File: src/rtl/instr_fetch_buffer.sv
// ---------------------------------------------------------------------------
// instr_fetch_buffer
//
// Instruction-fetch front end. Walks the sequential fetch address stream and
// issues in-order word requests to instruction memory over a req/gnt plus
// rvalid interface. Returned words are tagged with their PC and buffered in a
// DEPTH-entry FIFO, which decode drains through a valid/ready handshake.
// A redirect flushes the buffer, marks every in-flight response for discard
// and restarts fetch at the new PC.
//
// Ports:
//   clk            rising-edge clock
//   reset          asynchronous, active-low reset
//   redirect_valid redirect request this cycle (highest priority)
//   redirect_pc    new fetch address, bits [1:0] ignored
//   mem_req        fetch request valid
//   mem_addr       fetch word address
//   mem_gnt        request accepted when mem_req && mem_gnt
//   mem_rvalid     response valid, one per grant, in order
//   mem_rdata      returned instruction word
//   instr_valid    instruction available at FIFO head
//   instr          instruction word at FIFO head (zero when empty)
//   instr_pc       PC of instr (zero when empty)
//   instr_ready    decode accepts when instr_valid && instr_ready
// ---------------------------------------------------------------------------
module instr_fetch_buffer #(
    parameter int          DEPTH    = 4,
    parameter logic [31:0] RESET_PC = 32'h0000_3000
) (
    input  logic        clk,
    input  logic        reset,
    input  logic        redirect_valid,
    input  logic [31:0] redirect_pc,
    output logic        mem_req,
    output logic [31:0] mem_addr,
    input  logic        mem_gnt,
    input  logic        mem_rvalid,
    input  logic [31:0] mem_rdata,
    output logic        instr_valid,
    output logic [31:0] instr,
    output logic [31:0] instr_pc,
    input  logic        instr_ready
);

    localparam int PW = $clog2(DEPTH);
    localparam int CW = PW + 1;
    localparam int SW = CW + 2;

    localparam logic [SW-1:0] DEPTH_S = SW'(DEPTH);
    localparam logic [CW-1:0] ONE_C   = CW'(1);
    localparam logic [PW-1:0] ONE_P   = PW'(1);

    // Architectural state
    logic [31:0]   fetch_pc, fetch_pc_n;
    logic [CW-1:0] live, live_n;
    logic [CW-1:0] drop, drop_n;
    logic [CW-1:0] count, count_n;

    // Tag FIFO: PCs of granted requests whose responses are still wanted.
    // Its occupancy always equals live, so no separate counter is kept.
    logic [31:0]   tag_mem [DEPTH];
    logic [PW-1:0] tag_wr, tag_wr_n;
    logic [PW-1:0] tag_rd, tag_rd_n;

    // Instruction FIFO: {pc, word} pairs waiting for decode
    logic [31:0]   dat_pc   [DEPTH];
    logic [31:0]   dat_word [DEPTH];
    logic [PW-1:0] dat_wr, dat_wr_n;
    logic [PW-1:0] dat_rd, dat_rd_n;

    logic [SW-1:0] credits_used;
    logic          grant;
    logic          resp_keep;
    logic          resp_drop;
    logic          pop;
    logic          unused_pc_bits;

    assign unused_pc_bits = ^redirect_pc[1:0];

    // Every granted, buffered or to-be-dropped fetch holds one credit, which
    // is what keeps the FIFO from ever overflowing when a response lands.
    // Gating with reset keeps the outputs quiet while reset is held.
    always_comb begin
        credits_used = SW'(live) + SW'(drop) + SW'(count);
        mem_req      = reset && !redirect_valid && (credits_used < DEPTH_S);
        mem_addr     = fetch_pc;
        grant        = mem_req && mem_gnt;
        resp_keep    = mem_rvalid && (drop == '0);
        resp_drop    = mem_rvalid && (drop != '0);
        instr_valid  = reset && (count != '0) && !redirect_valid;
        pop          = instr_valid && instr_ready;
        instr        = (count != '0) ? dat_word[dat_rd] : 32'h0;
        instr_pc     = (count != '0) ? dat_pc[dat_rd]   : 32'h0;
    end

    // Next-state logic. A redirect overrides every other update; responses
    // still owed for live requests are turned into drops, minus the one
    // (if any) that arrives and is discarded in the redirect cycle itself.
    always_comb begin
        fetch_pc_n = fetch_pc;
        live_n     = live;
        drop_n     = drop;
        count_n    = count;
        tag_wr_n   = tag_wr;
        tag_rd_n   = tag_rd;
        dat_wr_n   = dat_wr;
        dat_rd_n   = dat_rd;
        if (redirect_valid) begin
            fetch_pc_n = {redirect_pc[31:2], 2'b00};
            live_n     = '0;
            drop_n     = mem_rvalid ? (drop + live - ONE_C) : (drop + live);
            count_n    = '0;
            tag_wr_n   = '0;
            tag_rd_n   = '0;
            dat_wr_n   = '0;
            dat_rd_n   = '0;
        end else begin
            if (grant) begin
                fetch_pc_n = fetch_pc + 32'd4;
                tag_wr_n   = tag_wr + ONE_P;
            end
            if (grant && !resp_keep) begin
                live_n = live + ONE_C;
            end else if (!grant && resp_keep) begin
                live_n = live - ONE_C;
            end
            if (resp_drop) begin
                drop_n = drop - ONE_C;
            end
            if (resp_keep) begin
                tag_rd_n = tag_rd + ONE_P;
                dat_wr_n = dat_wr + ONE_P;
            end
            if (pop) begin
                dat_rd_n = dat_rd + ONE_P;
            end
            if (resp_keep && !pop) begin
                count_n = count + ONE_C;
            end else if (!resp_keep && pop) begin
                count_n = count - ONE_C;
            end
        end
    end

    // State register with asynchronous active-low reset
    always_ff @(posedge clk or negedge reset) begin
        if (!reset) begin
            fetch_pc <= RESET_PC;
            live     <= '0;
            drop     <= '0;
            count    <= '0;
            tag_wr   <= '0;
            tag_rd   <= '0;
            dat_wr   <= '0;
            dat_rd   <= '0;
        end else begin
            fetch_pc <= fetch_pc_n;
            live     <= live_n;
            drop     <= drop_n;
            count    <= count_n;
            tag_wr   <= tag_wr_n;
            tag_rd   <= tag_rd_n;
            dat_wr   <= dat_wr_n;
            dat_rd   <= dat_rd_n;
        end
    end

    // FIFO storage needs no reset: the pointers and counters decide what is
    // visible, and empty entries are masked to zero at the outputs.
    always_ff @(posedge clk) begin
        if (grant) begin
            tag_mem[tag_wr] <= fetch_pc;
        end
        if (resp_keep && !redirect_valid) begin
            dat_pc[dat_wr]   <= tag_mem[tag_rd];
            dat_word[dat_wr] <= mem_rdata;
        end
    end

endmodule
File: config.mk
export PLATFORM = sky130hd
export DESIGN_NAME = instr_fetch_buffer
export DESIGN_NICKNAME = d
export VERILOG_FILES = /design/src/rtl/instr_fetch_buffer.sv
export SDC_FILE = /design/constraint.sdc
export NUM_CORES = 1
export LEC_CHECK = 0
export ABC_CLOCK_PERIOD_IN_PS = 7300
export CAP_MARGIN = 20
export CORE_MARGIN = 4
export CORE_UTILIZATION = 36
export CTS_CLUSTER_DIAMETER = 60
export DETAILED_ROUTE_END_ITERATION = 8
export MAX_ROUTING_LAYER = met4
export PLACE_DENSITY_LB_ADDON = 0.08
export SYNTH_ARGS = -nofsm -noshare
export SYNTH_HDL_FRONTEND = slang
export SYNTH_SLANG_ARGS = --single-unit
File: constraint.sdc
create_clock -name clk -period 7.3 [get_ports clk]
set_clock_uncertainty 0.05 [all_clocks]
set_input_delay 0.73 -clock clk [delete_from_list [all_inputs] [get_ports clk]]
set_output_delay 0.73 -clock clk [all_outputs]
set_load 0.1 [all_outputs]
[Word level (Yosys, flattened, before mapping)]
Memories as Yosys holds them, arrays and structs flattened.
Cells that the tools add are included.
Cells by class
  add/subtract/negate cells: 14
  magnitude comparators: 1
  multiplexer cells: 25
  reduce and logical (&&, ||, !) cells: 26
Operators by type and width (count)
  32-bit 2-to-1 mux: 4
  32-bit by 3-bit adder with 32-bit output (second input constant): 1
  3-bit 2-to-1 mux: 9
  2-bit 2-to-1 mux: 8
  1-bit logical AND: 13
  3-bit nonzero test: 4
  3-bit by 1-bit subtractor with 3-bit output (second input constant): 4
  2-bit by 1-bit adder with 2-bit output (second input constant): 4
  2-bit nonzero test: 4
  3-bit by 1-bit adder with 3-bit output (second input constant): 2
  4-bit by 3-bit adder with 5-bit output: 1
  5-bit by 3-bit < comparator with 1-bit output (second input constant): 1
  3-bit by 3-bit adder with 4-bit output: 1
  1-bit zero test: 4
  1-bit 2-to-1 mux: 4
  3-bit adder: 1
  3-bit zero test: 1
Storage, ports and cells
  flip-flop bits (word level): 49
  memory bits (writable): 384
  input bits: 70
  output and inout bits: 98
  logic and storage cells: 77
  memories: 3
Memories
  dat_pc: depth 4, width 32, read ports 1, clocked after memory_dff 0, wr ports 1, RTL line 66  | logic [31:0] dat_pc [DEPTH];
  dat_word: depth 4, width 32, read ports 1, clocked after memory_dff 0, wr ports 1, RTL line 67  | logic [31:0] dat_word [DEPTH];
  tag_mem: depth 4, width 32, read ports 1, clocked after memory_dff 0, wr ports 1, RTL line 61  | logic [31:0] tag_mem [DEPTH];

[Longest topological paths before layout]
  depth in word-level cells: 10
  gate-level depth with buffers: 13
  mapped depth without buffers: 12

[Least setup slack after synthesis]
Ideal clock, no wire load.
  path kind: reg2out
  from: reg drop[1]
  to: out mem_req
  data arrival time: 3.150 ns
  required time: 6.520 ns
  setup slack: 3.370 ns
  stages on the path, launching flop included: 8
  path buffers: 0
  cells stage by stage: dfrtp_1 -> inv_1 -> fa_1 -> nor2_1 -> fa_1 -> nor3b_1 -> o21ai_0 -> nor2_1
Between the ends
  cells in the longest elaborated chain, start to end: 4
Ends and longest elaborated chain
  start: declaration: RTL line 56  | logic [CW-1:0] drop, drop_n;
  start signal: assignment: RTL line 159  | drop <= drop_n;
  3-bit by 3-bit adder with 4-bit output: RTL line 84  | credits_used = SW'(live) + SW'(drop) + SW'(count);
  4-bit by 3-bit adder with 5-bit output: RTL line 84
  5-bit by 3-bit < comparator with 1-bit output: RTL line 85  | mem_req = reset && !redirect_valid && (credits_used < DEPTH_S);
  1-bit logical AND: RTL line 85
  end: declaration: RTL line 34  | output logic mem_req,
Every way passes these cells.

[Final worst setup path]
Same ends and word-level chain as after synthesis.

==> results.txt <==
post-synthesis mux area share - 13.07%
initial core utilization - 36.77%
required time worst endpoint - 6.52 ns
total gr overflow - 0
Hold Vio Cnt, Final - 0
Critical Path Sink Type - output port
syn_area_per_cell - 18.60 um2
critical path cell sequence - inv_1 -> fa_1 -> nor2_1 -> fa_1 -> nor3b_1 -> o21ai_0 -> nor2_1 -> clkdlybuf4s50_1
worst-margin pin slew - 1.057 ns
vias in the first global route - 9366
sequential share of power - 38.8%
DR iter-0 viols - 542
Power Dens Cells - 364.9 mW/mm2
via count - 8724
Synth Area in XOR/XNOR - 0.8846%
Core Area - 0.04577 mm2
Global Route Usage Sum - 15.57%
outcome - complete, no violations
die width - 224.2 um
Crit path arrival time - 3.97 ns
Clock transition at path regs - 0.06 ns
CTS Buf Count - 48
largest family of logic cells by synthesized area - multiplexers
Leak Pwr - 6.707 nW
Slew Viols, Final - 0
CTS tree - yes
die area - 0.05028 mm2
Tcrit/Tclk final - 65.10%
overall power - 7.521 mW
power share of the clock group - 30.9%
Ys Warns - 0
maximum clock path buffer count - 3
maximum vdd drop - 255.3 uV
Area Overhead vs Synth - 22.43%
Wirelength per Cell - 21.90 um
Final Setup Violations - 0
num ports - 168
# hold bufs at CTS - 0
first-pass GRT wire length - 58.58 mm
post-synth cell types - 58
largest cells by area after synthesis - edfxtp_1 (66%), mux4_2 (12%), dfrtp_1 (6.7%)
count of flip-flops with a built-in enable after synthesis - 368
Post-Synth Simple-Gate Area - 6.616%
CP max stage cell - clkdlybuf4s50_1
sequential fraction of the synthesis area - 72.65%
Comb pwr share - 30.3%
compound-cell area share of the yosys netlist - 3.003%
predominant post-synthesis flop cell - edfxtp_1
TritonCTS Sinks - 415
synthesized area - 0.01683 mm2
crit start category - flop
number of gates resized after CTS - 0
layout net count - 1171
ys async rst share - 11.33%
min Tclk post-route - 4.752 ns
area share of the leading cell type in the synthesized netlist - 65.65%
Post-DP HPWL - 21.55 mm
diode count - 0
Vias/cell - 5.099
Die Y - 224.2 um
Sw Share - 36.19%
insertion delay to the later sink of the worst-skew pair - 0.56 ns
drt total wl - 37.48 mm
layout cell share with drive strength beyond 1 - 17.82%
placed cells - 1630
delay of the slowest critical-path stage - 1.16 ns
root buf cell - clkbuf_16
Non-Filler Instances - 1711
Post-CTS Setup Repair Bufs - 0
routability cong. - 0.7658
setup TNS - 0 ns
Cell Int Power - 4.799 mW
Antenna Nets Post-Route - 0
Max Cap Viol - 0
RSZ-0062 raised after global routing - no
detailed-routing iteration count for the pre-antenna-repair pass - 4
Row Count - 78
Sw Pwr - 2.722 mW
Port Buffers - 161
H-tree levels - 2
initial antenna violation count - 0
cells after synthesis - 905
Peak Freq - 0.2104 GHz
Crit Path Max Fanout - 4
Slew HR - 29.29%
largest net degree at the start of global routing - 65
flops & latches, synth - 415
worst setup path category - flop to output port
dominant cell type by area after synthesis - edfxtp_1
area share of fa/ha/maj cells after synthesis - 1.829%
class of the worst hold path - input pin to async pin
DRC viols - 0
-- flip-flops by register name, indices dropped and copies added (netlist names) --
| register | flops |
|---|---|
| dat_word | 128 |
| dat_pc | 120 |
| tag_mem | 120 |
| mem_addr | 30 |
| count | 3 |
| drop | 3 |
| live | 3 |
| dat_rd | 2 |
| dat_wr | 2 |
| tag_rd | 2 |
| tag_wr | 2 |
-- metal layers --
layer  up-vias  share of wire, %  global-route usage (%)
li1       3932                 -                       -
met1      4547                46                   21.41
met2       190                47                   24.38
met3        55               4.6                   3.106
met4         0               1.7                   3.538
met5         -                 0                       -
-- critical path: cells and delay by family (launching register included) --
kind / cells / cell delay (ns)
flip-flops: 1 / 0.37
adder cells (fa/ha/maj): 2 / 0.93
buffers and inverters: 2 / 1.33
AND/OR/NAND/NOR: 3 / 0.62
AO/OA/AOI/OAI: 1 / 0.14
-- cell families after synthesis --
logic type,after synthesis
simple gates,198
flops,415
compound gates,73
mux,104
xor+xnor,17
buf+inv,76
other cells,1
fa+ha+maj,21
-- final cells by class --
| type | instances | area [um2] |
|---|---|---|
| fill | 4003 | 25160 |
| sequential | 415 | 12240 |
| multi-input combinational | 417 | 4327 |
| inverter | 26 | 97.59 |
| timing repair buffer | 172 | 1684 |
| clock buffer | 59 | 1284 |
| clock inverter | 22 | 229.0 |
| tap | 600 | 750.7 |
-- cells in the mapped netlist (2+ instances only) --
cell type and number:
edfxtp_1 368, nor2_1 24, buf_1 7, nand2_1 36, o311ai_0 3, nor3_1 9
o211ai_1 3, a221o_1 10, xor2_1 7, nor2b_1 2, o21ai_0 25, and2_1 64
o31a_1 2, mux2_2 6, mux4_2 92, dfrtp_1 45, nand4_1 7, nor4_1 5
clkbuf_1 27, buf_2 9, nor3b_1 5, a21o_1 4, ha_1 15, or3_1 6
o21a_1 2, dfstp_2 2, and3_1 18, a21oi_1 9, a211oi_1 4, buf_4 5
nand3_1 12, a21boi_0 2, fa_1 6, mux2i_1 6, xnor2_1 10, inv_1 25
nor4_2 2
-- layout by cell type (no fill, tap or decap), drive strengths merged, types with 5 or more instances in the layout --
cell type,count
clkbuf,59
mux2i,6
a21oi,9
and2,64
and3,18
ha,15
mux2,6
nand3,13
nor3b,5
nor4,7
o21ai,25
xnor2,10
a21o,5
clkinv,17
nand4,8
bufinv,5
or3,6
buf,13
edfxtp,368
nand2,36
xor2,7
nor3,9
dfrtp,45
mux4,92
a221o,10
fa,6
nor2,25
inv,26
clkdlybuf4s50,159
-- worst paths after layout --
kind	start	to	slack [ns]	depth (start not counted)
hold reg to reg	drop[1]$_DFFE_PN0P_	drop[1]$_DFFE_PN0P_	0.51	2
setup reg to reg	drop[1]$_DFFE_PN0P_	live[2]$_DFFE_PN0P_	3.13	12
setup / recovery	drop[1]$_DFFE_PN0P_	mem_req	2.55	8
hold / removal	reset	mem_addr[5]$_DFFE_PN0N_	0.24	2
min in group clk	drop[1]$_DFFE_PN0P_	drop[1]$_DFFE_PN0P_	0.51	2
max in group asynchronous	reset	dat_rd[0]$_DFFE_PN0P_	6.43	2
-- per-stage QoR --
| stage | util [%] | hold WS, ns | worst slack, ns | instance area, um2 |
|---|---|---|---|---|
| floorplan | - | 0.3844 | 3.370 | 16840 |
| finish | 45.02 | 0.2433 | 2.548 | 20610 |
| detailed placement | 41.72 | 0.5127 | 2.974 | 19100 |
| CTS | 45.02 | 0.2351 | 2.341 | 20610 |
| global route | 45.02 | 0.2763 | 2.230 | 20610 |
| global placement | 41.72 | 0.4976 | 2.959 | 19100 |
-- power by group through the flow --
stage | clock network [mW] | logic [mW] | registers [mW]
finish | 2.32 | 2.28 | 2.92
global route | 2.51 | 2.42 | 2.94
CTS | 2.39 | 2.33 | 2.93
detailed placement | 0 | 2.32 | 2.97
global placement | 0 | 2.32 | 2.97
floorplan | 0 | 1.56 | 3.10
(Power assumes the default switching activity.)
